[config.mk]
export PLATFORM = sky130hd
export DESIGN_NAME = instr_encoder
export DESIGN_NICKNAME = d
export VERILOG_FILES = /design/src/rtl/riscv_enc_pkg.sv /design/src/rtl/instr_pack.sv /design/src/rtl/instr_encoder.sv
export SDC_FILE = /design/constraint.sdc
export NUM_CORES = 1
export LEC_CHECK = 0
export CAP_MARGIN = 20
export CELL_PAD_IN_SITES_DETAIL_PLACEMENT = 0
export CELL_PAD_IN_SITES_GLOBAL_PLACEMENT = 1
export CORE_MARGIN = 8
export CORE_UTILIZATION = 38
export CTS_BUF_LIST = sky130_fd_sc_hd__clkbuf_4
export CTS_CLUSTER_SIZE = 16
export DETAILED_ROUTE_END_ITERATION = 8
export PLACE_DENSITY_LB_ADDON = 0.1
export SLEW_MARGIN = 20
export SYNTH_ARGS = -nofsm -noshare
export SYNTH_HDL_FRONTEND = slang
export SYNTH_HIERARCHICAL = 1
export SYNTH_SLANG_ARGS = --single-unit
[constraint.sdc]
create_clock -name clk -period 2.7 [get_ports clk]
set_clock_uncertainty 0.1 [all_clocks]
set_input_delay 0.81 -clock clk [delete_from_list [all_inputs] [get_ports clk]]
set_output_delay 0.81 -clock clk [all_outputs]
set_load 0.05 [all_outputs]
[src/rtl/riscv_enc_pkg.sv]
// Shared types and constants for the RV32I instruction encoder.
package riscv_enc_pkg;

  typedef enum logic [3:0] {
    KindR, KindI, KindLoad, KindS, KindB, KindLui, KindAuipc, KindJal, KindJalr, KindLi
  } kind_e;

  localparam logic [6:0] OP_R     = 7'b0110011;
  localparam logic [6:0] OP_I     = 7'b0010011;
  localparam logic [6:0] OP_LOAD  = 7'b0000011;
  localparam logic [6:0] OP_S     = 7'b0100011;
  localparam logic [6:0] OP_B     = 7'b1100011;
  localparam logic [6:0] OP_LUI   = 7'b0110111;
  localparam logic [6:0] OP_AUIPC = 7'b0010111;
  localparam logic [6:0] OP_JAL   = 7'b1101111;
  localparam logic [6:0] OP_JALR  = 7'b1100111;

  localparam int Imm12Min = -2048;
  localparam int Imm12Max = 2047;
  localparam int BrMin    = -4096;
  localparam int BrMax    = 4094;
  localparam int JalMin   = -(1 << 20);
  localparam int JalMax   = (1 << 20) - 2;

  function automatic logic fits_range(input logic [31:0] imm, input int lo, input int hi);
    return ($signed(imm) >= lo) && ($signed(imm) <= hi);
  endfunction

endpackage

[src/rtl/instr_pack.sv]
// Combinational packer: one decoded instruction description into one RV32I word plus a
// range/alignment error flag. LI is resolved by the caller before reaching here.
module instr_pack
  import riscv_enc_pkg::*;
(
  input  kind_e       kind_i,
  input  logic [4:0]  rd_i,
  input  logic [4:0]  rs1_i,
  input  logic [4:0]  rs2_i,
  input  logic [2:0]  funct3_i,
  input  logic [6:0]  funct7_i,
  input  logic [31:0] imm_i,
  output logic [31:0] word_o,
  output logic        err_o
);

  always_comb begin
    word_o = '0;
    err_o  = 1'b0;
    case (kind_i)
      KindR: word_o = {funct7_i, rs2_i, rs1_i, funct3_i, rd_i, OP_R};
      KindI: begin
        word_o = {imm_i[11:0], rs1_i, funct3_i, rd_i, OP_I};
        err_o  = !fits_range(imm_i, Imm12Min, Imm12Max);
      end
      KindLoad: begin
        word_o = {imm_i[11:0], rs1_i, funct3_i, rd_i, OP_LOAD};
        err_o  = !fits_range(imm_i, Imm12Min, Imm12Max);
      end
      KindJalr: begin
        word_o = {imm_i[11:0], rs1_i, funct3_i, rd_i, OP_JALR};
        err_o  = !fits_range(imm_i, Imm12Min, Imm12Max);
      end
      KindS: begin
        word_o = {imm_i[11:5], rs2_i, rs1_i, funct3_i, imm_i[4:0], OP_S};
        err_o  = !fits_range(imm_i, Imm12Min, Imm12Max);
      end
      KindB: begin
        word_o = {imm_i[12], imm_i[10:5], rs2_i, rs1_i, funct3_i, imm_i[4:1], imm_i[11], OP_B};
        err_o  = !fits_range(imm_i, BrMin, BrMax) || imm_i[0];
      end
      KindLui: begin
        word_o = {imm_i[31:12], rd_i, OP_LUI};
        err_o  = (imm_i[11:0] != 12'h000);
      end
      KindAuipc: begin
        word_o = {imm_i[31:12], rd_i, OP_AUIPC};
        err_o  = (imm_i[11:0] != 12'h000);
      end
      KindJal: begin
        word_o = {imm_i[20], imm_i[10:1], imm_i[11], imm_i[19:12], rd_i, OP_JAL};
        err_o  = !fits_range(imm_i, JalMin, JalMax) || imm_i[0];
      end
      default: begin
        word_o = '0;
        err_o  = 1'b0;
      end
    endcase
  end

endmodule

[src/rtl/instr_encoder.sv]
// Valid/ready RV32I instruction encoder with LI pseudo-op expansion into LUI + ADDI.
module instr_encoder
  import riscv_enc_pkg::*;
(
  input  logic        clk,
  input  logic        rst_n,
  input  logic        in_valid,
  output logic        in_ready,
  input  logic [3:0]  in_kind,
  input  logic [4:0]  in_rd,
  input  logic [4:0]  in_rs1,
  input  logic [4:0]  in_rs2,
  input  logic [2:0]  in_funct3,
  input  logic [6:0]  in_funct7,
  input  logic [31:0] in_imm,
  output logic        out_valid,
  input  logic        out_ready,
  output logic [31:0] out_instr,
  output logic        out_err,
  output logic        out_last
);

  typedef enum logic [0:0] {StIdle, StLi2} state_e;

  state_e      state_q, state_d;
  logic        out_valid_q, out_valid_d;
  logic [31:0] out_instr_q, out_instr_d;
  logic        out_err_q, out_err_d;
  logic        out_last_q, out_last_d;
  logic [31:0] addi_q, addi_d;

  kind_e       req_kind, pack_kind;
  logic        is_li, li_fit12, li_two, accept;
  logic [31:0] li_sum, pack_imm, pack_word;
  logic [4:0]  pack_rs1;
  logic [2:0]  pack_funct3;
  logic        pack_err;

  assign req_kind = kind_e'(in_kind);
  assign is_li    = (req_kind == KindLi);
  assign li_fit12 = fits_range(in_imm, Imm12Min, Imm12Max);
  assign li_two   = is_li && !li_fit12 && (in_imm[11:0] != 12'h000);
  // Rounding the upper part compensates for the sign-extended low 12 bits of the ADDI.
  assign li_sum   = in_imm + 32'h0000_0800;

  always_comb begin
    pack_kind   = req_kind;
    pack_rs1    = in_rs1;
    pack_funct3 = in_funct3;
    pack_imm    = in_imm;
    if (is_li) begin
      pack_rs1    = '0;
      pack_funct3 = '0;
      if (li_fit12) begin
        pack_kind = KindI;
      end else begin
        pack_kind = KindLui;
        pack_imm  = {li_sum[31:12], 12'h000};
      end
    end
  end

  instr_pack u_pack (
    .kind_i   (pack_kind),
    .rd_i     (in_rd),
    .rs1_i    (pack_rs1),
    .rs2_i    (in_rs2),
    .funct3_i (pack_funct3),
    .funct7_i (in_funct7),
    .imm_i    (pack_imm),
    .word_o   (pack_word),
    .err_o    (pack_err)
  );

  assign in_ready = (state_q == StIdle) && (!out_valid_q || out_ready);
  assign accept   = in_valid && in_ready;

  always_comb begin
    state_d     = state_q;
    out_valid_d = out_valid_q;
    out_instr_d = out_instr_q;
    out_err_d   = out_err_q;
    out_last_d  = out_last_q;
    addi_d      = addi_q;
    unique case (state_q)
      StIdle: begin
        if (accept) begin
          out_valid_d = 1'b1;
          out_instr_d = pack_word;
          out_err_d   = pack_err && !is_li;
          out_last_d  = !li_two;
          if (li_two) begin
            addi_d  = {in_imm[11:0], in_rd, 3'b000, in_rd, OP_I};
            state_d = StLi2;
          end
        end else if (out_ready) begin
          out_valid_d = 1'b0;
        end
      end
      StLi2: begin
        if (out_ready) begin
          out_valid_d = 1'b1;
          out_instr_d = addi_q;
          out_err_d   = 1'b0;
          out_last_d  = 1'b1;
          state_d     = StIdle;
        end
      end
      default: state_d = StIdle;
    endcase
  end

  always_ff @(posedge clk or negedge rst_n) begin
    if (!rst_n) begin
      state_q     <= StIdle;
      out_valid_q <= 1'b0;
      out_instr_q <= '0;
      out_err_q   <= 1'b0;
      out_last_q  <= 1'b0;
      addi_q      <= '0;
    end else begin
      state_q     <= state_d;
      out_valid_q <= out_valid_d;
      out_instr_q <= out_instr_d;
      out_err_q   <= out_err_d;
      out_last_q  <= out_last_d;
      addi_q      <= addi_d;
    end
  end

  assign out_valid = out_valid_q;
  assign out_instr = out_instr_q;
  assign out_err   = out_err_q;
  assign out_last  = out_last_q;

endmodule

==> results of run 1 <==
[synth_stat cells (4+ instances only)]
| cell | count |
|---|---|
| buf_2 | 11 |
| and3_1 | 6 |
| nor3_1 | 9 |
| clkbuf_1 | 15 |
| o21ai_0 | 37 |
| nand2_1 | 58 |
| a22oi_1 | 5 |
| inv_1 | 6 |
| or2_1 | 4 |
| nand4_1 | 14 |
| a221o_1 | 4 |
| dfrtp_1 | 54 |
| xnor2_1 | 4 |
| nor2b_1 | 22 |
| nor4_1 | 18 |
| nand2b_1 | 4 |
| xor2_1 | 15 |
| a21oi_1 | 21 |
| mux2_4 | 15 |
| nand3_1 | 13 |
| mux2_1 | 4 |
| a22o_1 | 21 |
| a21o_1 | 11 |
| nor2_1 | 16 |
| mux2i_1 | 22 |
[stage by stage]
stage | util [%] | worst slack [ps] | TNS (ps) | instances | power, mW
floorplan | - | -974 | -21380 | 462 | 1.81
global placement | 58.7 | -1420 | -56240 | 780 | 2.35
detailed placement | 58.8 | -1530 | -52340 | 781 | 2.38
CTS | 66.0 | -745 | -11810 | 822 | 2.93
global route | 67.1 | -824 | -17180 | 826 | 3.09
finish | 67.1 | -696 | -14110 | 826 | 2.94
[area by class of cell]
cell class                      count  area, sq um
Antenna cell                        1         2.50
Clock buffer                        6         45.0
Clock inverter                      2         37.5
Fill cell                         830         3390
Inverter                            6         22.5
Multi-Input combinational cell    368         3020
Sequential cell                    54         1350
Tap cell                          136          170
Timing Repair Buffer              253         2280
[metal layers]
metal / wire length (um) / track usage (%)
met1: 6210 / 24.4
met2: 7330 / 35.8
met3: 798 / 3.40
met4: 294 / 5.61
met5: 0 / 0
[state kept, by name, summed over array words and instances, names as in the netlist]
register	count
out_instr	32
addi_q	18
out_err	1
out_last	1
out_valid	1
state_q	1
[logic make-up after synthesis]
kind of cell,Yosys count
xor gates and xnor gates,19
buffers and inverters,40
and+or+nand+nor,186
adders and majority gates,1
muxes,43
AOI/OAI and AO/OA,119
DFF,54
[report_power, final]
group	leakage [nW]	internal, mW	switching [mW]
Sequential	0.685	0.964	0.0920
Combinational	2.26	0.643	0.771
Clock	0.0419	0.206	0.267
[final timing paths]
path	startpoint	endpoint	slack [ps]	depth (start not counted)
max in group asynchronous	rst_n	addi_q[24]	1500	2
worst max register to register	out_valid	addi_q[27]	650	6
worst min register to register	addi_q[4]	addi_q[4]	380	1
worst max-delay path	in_imm[18]	out_err	-700	16
min in group clk	addi_q[4]	addi_q[4]	380	1
worst min-delay path	rst_n	out_instr[2]	350	1
[what timing repair did]
action	in CTS	in global routing
resized for setup	150	39
gates cloned	2	0
pin swaps	64	41
setup buffers	31	5
endpoints found under the setup margin	53	42
hold endpoints to repair	0	0
[cells in the final DEF, fill, tap and decap left out, types with 5 or more instances in the layout]
master / Yosys / final
nor4_1: 18 / 9
nand3_1: 13 / 12
buf_8: 0 / 5
mux2i_1: 22 / 22
nor4_4: 1 / 6
nor2_1: 16 / 7
a21o_1: 11 / 11
a22o_1: 21 / 21
nand4_1: 14 / 14
dfrtp_1: 54 / 54
buf_6: 2 / 21
a21oi_2: 0 / 7
nand2_1: 58 / 56
nor3_1: 9 / 6
nor2b_1: 22 / 16
buf_2: 11 / 11
xor2_1: 15 / 13
nor2b_2: 0 / 5
clkbuf_4: 0 / 6
mux2_4: 15 / 17
a21oi_1: 21 / 11
and3_1: 6 / 5
o21ai_1: 1 / 34
buf_12: 0 / 5
nor2_4: 1 / 9
clkdlybuf4s50_1: 0 / 74
inv_1: 6 / 6
buf_4: 3 / 125
==> summary.md, run 1 <==
| Metric | Value |
|---|---|
| Run status | finished, violations left |
| Violated checks | negative setup slack |
| Vias per cell | 5.40 |
| Drt drc | 0 |
| Final number of setup-violating endpoints | 33 |
| Overall routing resource usage | 20.1% |
| Post-Route WL | 14,600 um |
| Final Cell Area | 0.00693 sq mm |
| DIE AREA | 0.0142 sq mm |
| Layout cells sized above 1 | 40.3% |
| Unique masters post-synth | 56 |
| Chip Height | 119 um |
| Worst EP required | 2900 ps |
| CP top delay family | simple AND/OR/NAND/NOR gates |
| Min Hold Slack | 351 ps |
| Cell area after synthesis | 0.00404 sq mm |
| Clock buffer depth | 2 |
| CP max FO | 12 |
| Final setup margin | -696 ps |
| Skew-Pair Late Insertion Delay | 390 ps |
| Hold Buf Count CTS | 0 |
| Seq/Total Area, Yosys | 33.4% |
| Fmax | 0.294 GHz |
| Clock slew at reported path FFs | 160 ps |
| Vias in the first global route | 4,772 |
| Final Cycle Share | 126% |
| Area grow syn2layout | 71.3% |
| Remaining global-route overflow | 0 |
| RD Place Congestion | 0.867 |
| Area after DPL | 0.00607 sq mm |
| Crit path launch type | input port |
| Synth Flop Type | dfrtp_1 |
| TritonRoute pass-1 iters | 4 |
| Number of max-cap violations | 0 |
| Worst Hold Class | input port to asynchronous set/reset pin |
| CORE AREA | 0.0103 sq mm |
| Cells after Synth | 462 |
| Peak VDD IR | 0.261 mV |
| Final max-slew violation count | 0 |
| Initial antenna violation count | 1 |
| CP Class | input port to flop |
| Largest cells by area after synthesis | dfrtp_1 (33%), mux2_4 (5.6%), mux2i_1 (5.4%) |
| Mux share of post-synthesis cell area | 12.7% |
| Data arrival time of the worst path | 3600 ps |
| Relative slew slack | 51.3% |
| Post-Synth Adder-Cell Area | 0.309% |
| Min cycle time layout | 3400 ps |
| Routed WL per cell | 17.7 um |
| Power per cell area | 425 mW/mm^2 |
| Largest stage delay on the critical path | 400 ps |
| Critical Path, Cell by Cell | buf_8 -> nor4_4 -> nand4_1 -> o41ai_4 -> buf_4 -> buf_4 -> nor2_4 -> buf_6 -> nor2b_1 -> nand4_1 -> or3_1 -> nand3_1 -> a21oi_1 -> o21ai_1 -> inv_1 -> o41ai_2 |
| CTS root buf | clkbuf_4 |
| Ys async rst share | 100% |
| Largest family of logic cells by synthesized area | simple AND/OR/NAND/NOR gates |
| Syn Area/Cell | 8.75 sq um |
| Warnings, synthesis | 6 |
| First-pass GRT wire length | 23,800 um |
| Rows | 37 |
| Initial drt markers | 232 |
| Via count | 4,457 |
| Mapped Nets | 528 |
| Synth Area in Simple Gates | 24.9% |
| TritonCTS Buffers | 5 |
| Post-synth EDFFs | 0 |
| Yosys top cell area share | 33.4% |
| Nets | 754 |
| CTS sink cnt | 54 |
| Initial Util | 39.2% |
| Buf+Inv Stages, Crit Path | 5 |
| Post-Synth XOR/XNOR Area | 4.12% |
| RSZ-0062 raised after global routing | true |
| Slew @ Worst Pin | 731 ps |
| Post-detail-place hpwl | 10,800 um |
| Synthesis-stage register bit count | 54 |
| Leak | 2.99 nW |
| Compound-Gate Fraction of Synth Area | 19.9% |
| CP max-delay cell | or3_1 |
| I/O Buffers | 100 |
| Hold violation count in the final report | 0 |
| Largest net degree at the start of global routing | 34 |
| # IOs | 101 |
| CP Capture Type | flop |
| Die Span X | 119 um |
| CTS tree | built |
| Cell taking the most area after synthesis | dfrtp_1 |
| H-tree level count | 2 |
| Final ANT Viol Nets | 0 |
(Power assumes the default switching activity.)
==> inputs of run 2 (changes only) <==
Settings changed: CORE_UTILIZATION 38 to 41, GPL_TIMING_DRIVEN set to 0.
Clock period 2.7 ns to 4.2 ns, I/O delays scaled along.
==> run 2 against run 1 <==
Compared with the run above:
- largest cell class unchanged
- worst setup slack improved by 810 ps
- largest power group unchanged
- total power fell by 40%
- die area fell by 6.3%
- the run now ends clean
- final cell count fell by 13%
- global-route usage fell by 0.26 points
- first-iteration DRC count rose by 21%
- design area fell by 19%
==> summary.md, run 2 (synthesis results as in run 1) <==
| Metric | Value |
|---|---|
| Run status | finished, final reports clean (was finished, violations left) |
| Crit path launch type | input port (unchanged) |
| Hold violation count in the final report | 0 (unchanged) |
| Post-detail-place hpwl | 10,400 um (was 10,800 um) |
| Net switching power | 699 uW (was 1.13 mW) |
| Crit path launch | in_kind[0] (was in_imm[18]) |
| Setup TNS | 0 ps (was -14,110 ps) |
| Largest net degree at the start of global routing | 55 (was 34) |
| Clock power frac | 18.0% (was 16.1%) |
| Min cycle time layout | 4090 ps |
| Fmax | 0.245 GHz |
| Via count | 4,080 (was 4,457) |
| Peak VDD IR | 0.143 mV (was 0.261 mV) |
| Routed WL per cell | 18.6 um (was 17.7 um) |
| Final Cycle Share | 97.3% |
| CP Capture Type | flop (unchanged) |
| DIE AREA | 0.0133 sq mm (was 0.0142 sq mm) |
| First-pass GRT wire length | 21,100 um (was 23,800 um) |
| Initial antenna violation count | 1 (unchanged) |
| Final ANT Viol Nets | 0 (unchanged) |
| Leak | 2.33 nW (was 2.99 nW) |
| CTS root buf | clkbuf_4 (unchanged) |
| TritonRoute pass-1 iters | 5 (was 4) |
| Min Hold Slack | 385 ps (was 351 ps) |
| Logic pwr share | 43.4% (was 48.1%) |
| Relative slew slack | 53.5% (was 51.3%) |
| CTS sink cnt | 54 (unchanged) |
| Fillcell total | 937 (was 830) |
| CORE AREA | 0.00968 sq mm (was 0.0103 sq mm) |
| Layout cells sized above 1 | 20.5% (was 40.3%) |
| Number of max-cap violations | 0 (unchanged) |
| Int Pwr | 1.06 mW (was 1.81 mW) |
| Data arrival time of the worst path | 4260 ps (was 3600 ps) |
| Die Span X | 115 um (was 119 um) |
| Number of flip-flops in the largest register | 32 (unchanged) |
| Drt drc | 0 (unchanged) |
| Nets | 650 (was 754) |
| Pwr Total | 1.76 mW (was 2.94 mW) |
| Rows | 36 (was 37) |
| CTS tree | built (unchanged) |
| Worst Hold Class | flop to flop (was input port to asynchronous set/reset pin) |
| I/O Buffers | 100 (unchanged) |
| H-tree level count | 2 (unchanged) |
| CP Class | input port to flop (unchanged) |
| Reg2Reg Launch Point | out_valid (unchanged) |
| Initial drt markers | 281 (was 232) |
| Chip Height | 115 um (was 119 um) |
| Worst Min Path Start | addi_q[4] |
| Power per cell area | 314 mW/mm^2 (was 425 mW/mm^2) |
| Area grow syn2layout | 38.2% (was 71.3%) |
| # IOs | 101 (unchanged) |
| Most frequent cells in the layout | clkdlybuf4s50_1 (75), nand2_1 (57), dfrtp_1 (54) (was buf_4 (125), clkdlybuf4s50_1 (74), nand2_1 (56)) |
| Worst EP required | 4380 ps (was 2900 ps) |
| Reg power frac | 38.5% (was 35.9%) |
| Initial Util | 41.8% (was 39.2%) |
| RD Place Congestion | 0.883 (was 0.867) |
| Clock slew at reported path FFs | 180 ps (was 160 ps) |
| Post-Route WL | 13,400 um (was 14,600 um) |
| Slew @ Worst Pin | 697 ps (was 731 ps) |
| Skew-Pair Late Insertion Delay | 390 ps (about the same) |
| Final max-slew violation count | 0 (unchanged) |
| Remaining global-route overflow | 0 (unchanged) |
| CP max FO | 5 (was 12) |
| Most common cell after layout, fill and taps aside | clkdlybuf4s50_1 (was buf_4) |
| Clock buffer depth | 2 (unchanged) |
| Overall routing resource usage | 19.8% (was 20.1%) |
| Vias in the first global route | 4,125 (was 4,772) |
| Switching part of the total | 39.8% (was 38.4%) |
| TritonCTS Buffers | 5 (unchanged) |
| Final number of setup-violating endpoints | 0 (was 33) |
| Vias per cell | 5.67 (was 5.40) |
## run 2: cell types whose count changed in the layout (fill, tap and decap cells not counted), sizes merged
cell,previous run,this run
clkdlybuf4s50,74,75
clkdlybuf4s15,2,1
buf,168,36
dlymetal6s2s,0,4
clkbuf,10,36
clkinv,0,1
dlygate4sd2,4,2
clkinvlp,1,0
bufbuf,1,0
inv,6,7
## run 2: final cells by class
class	instances	area, sq um	area share [%]
timing repair buffer	116	1050	18.8
clock inverter	3	47.5	0.851
tap	133	166	2.98
buffer	33	194	3.47
multi-input combinational	368	2720	48.6
antenna	1	2.50	0.0448
sequential	54	1350	24.2
clock buffer	5	37.5	0.672
inverter	6	22.5	0.403
## run 2: path summary, 6_finish.rpt
check                                 to  depth (start not counted)  slack (ps)
min                            addi_q[4]                          1         390
max in group asynchronous     addi_q[30]                          1        2750
max                              out_err                         14         110
max reg2reg                   addi_q[16]                          7        1720
min reg2reg                    addi_q[4]                          1         390
min in group asynchronous  out_instr[16]                          1         790
## run 2: metal layers
metal  track usage (%)  up-vias  wire length, um
li1                  -     1946                -
met1              25.7     1983             5970
met2              34.1      140             6530
met3              2.31       11              722
met4              4.99        0              159
met5                 0        -                0
## run 2: repair_timing
| item | 4_1_cts | 5_1_grt |
|---|---|---|
| gates resized for setup | 48 | 67 |
| hold buffers | 0 | 0 |
| endpoints found under the setup margin | 33 | 16 |
| buffers inserted | 8 | 8 |
| pin swaps | 13 | 22 |
## run 2: power by group through the flow
stage | combinational [mW] | clock, mW | sequential [mW]
final | 0.762 | 0.317 | 0.677
after global routing | 0.811 | 0.340 | 0.691
after CTS | 0.755 | 0.322 | 0.678
after detailed placement | 0.748 | 0 | 0.688
after global placement | 0.739 | 0 | 0.683
after floorplan | 0.262 | 0 | 0.880
## run 2: worst max-delay path: stages
cell and delay [ps]:
clkdlybuf4s50_1 470, and4bb_2 300, o41ai_4 100, buf_4 160, buf_6 130, nor4b_4 270
xor2_1 120, or4_4 550, nor4_4 280, nand3b_1 120, a32oi_1 210, o21ai_1 110
inv_1 80, o41ai_2 70
## run 2: per-stage QoR
stage / setup slack, ps / instances / utilization [%] / cell area, sq um
floorplan: -21.1 / 462 / - / 4040
global placement: -1130 / 695 / 53.8 / 5210
detailed placement: -1140 / 695 / 53.8 / 5210
CTS: 6.05 / 710 / 56.1 / 5430
global route: -12.6 / 719 / 57.7 / 5590
finish: 115 / 719 / 57.7 / 5590
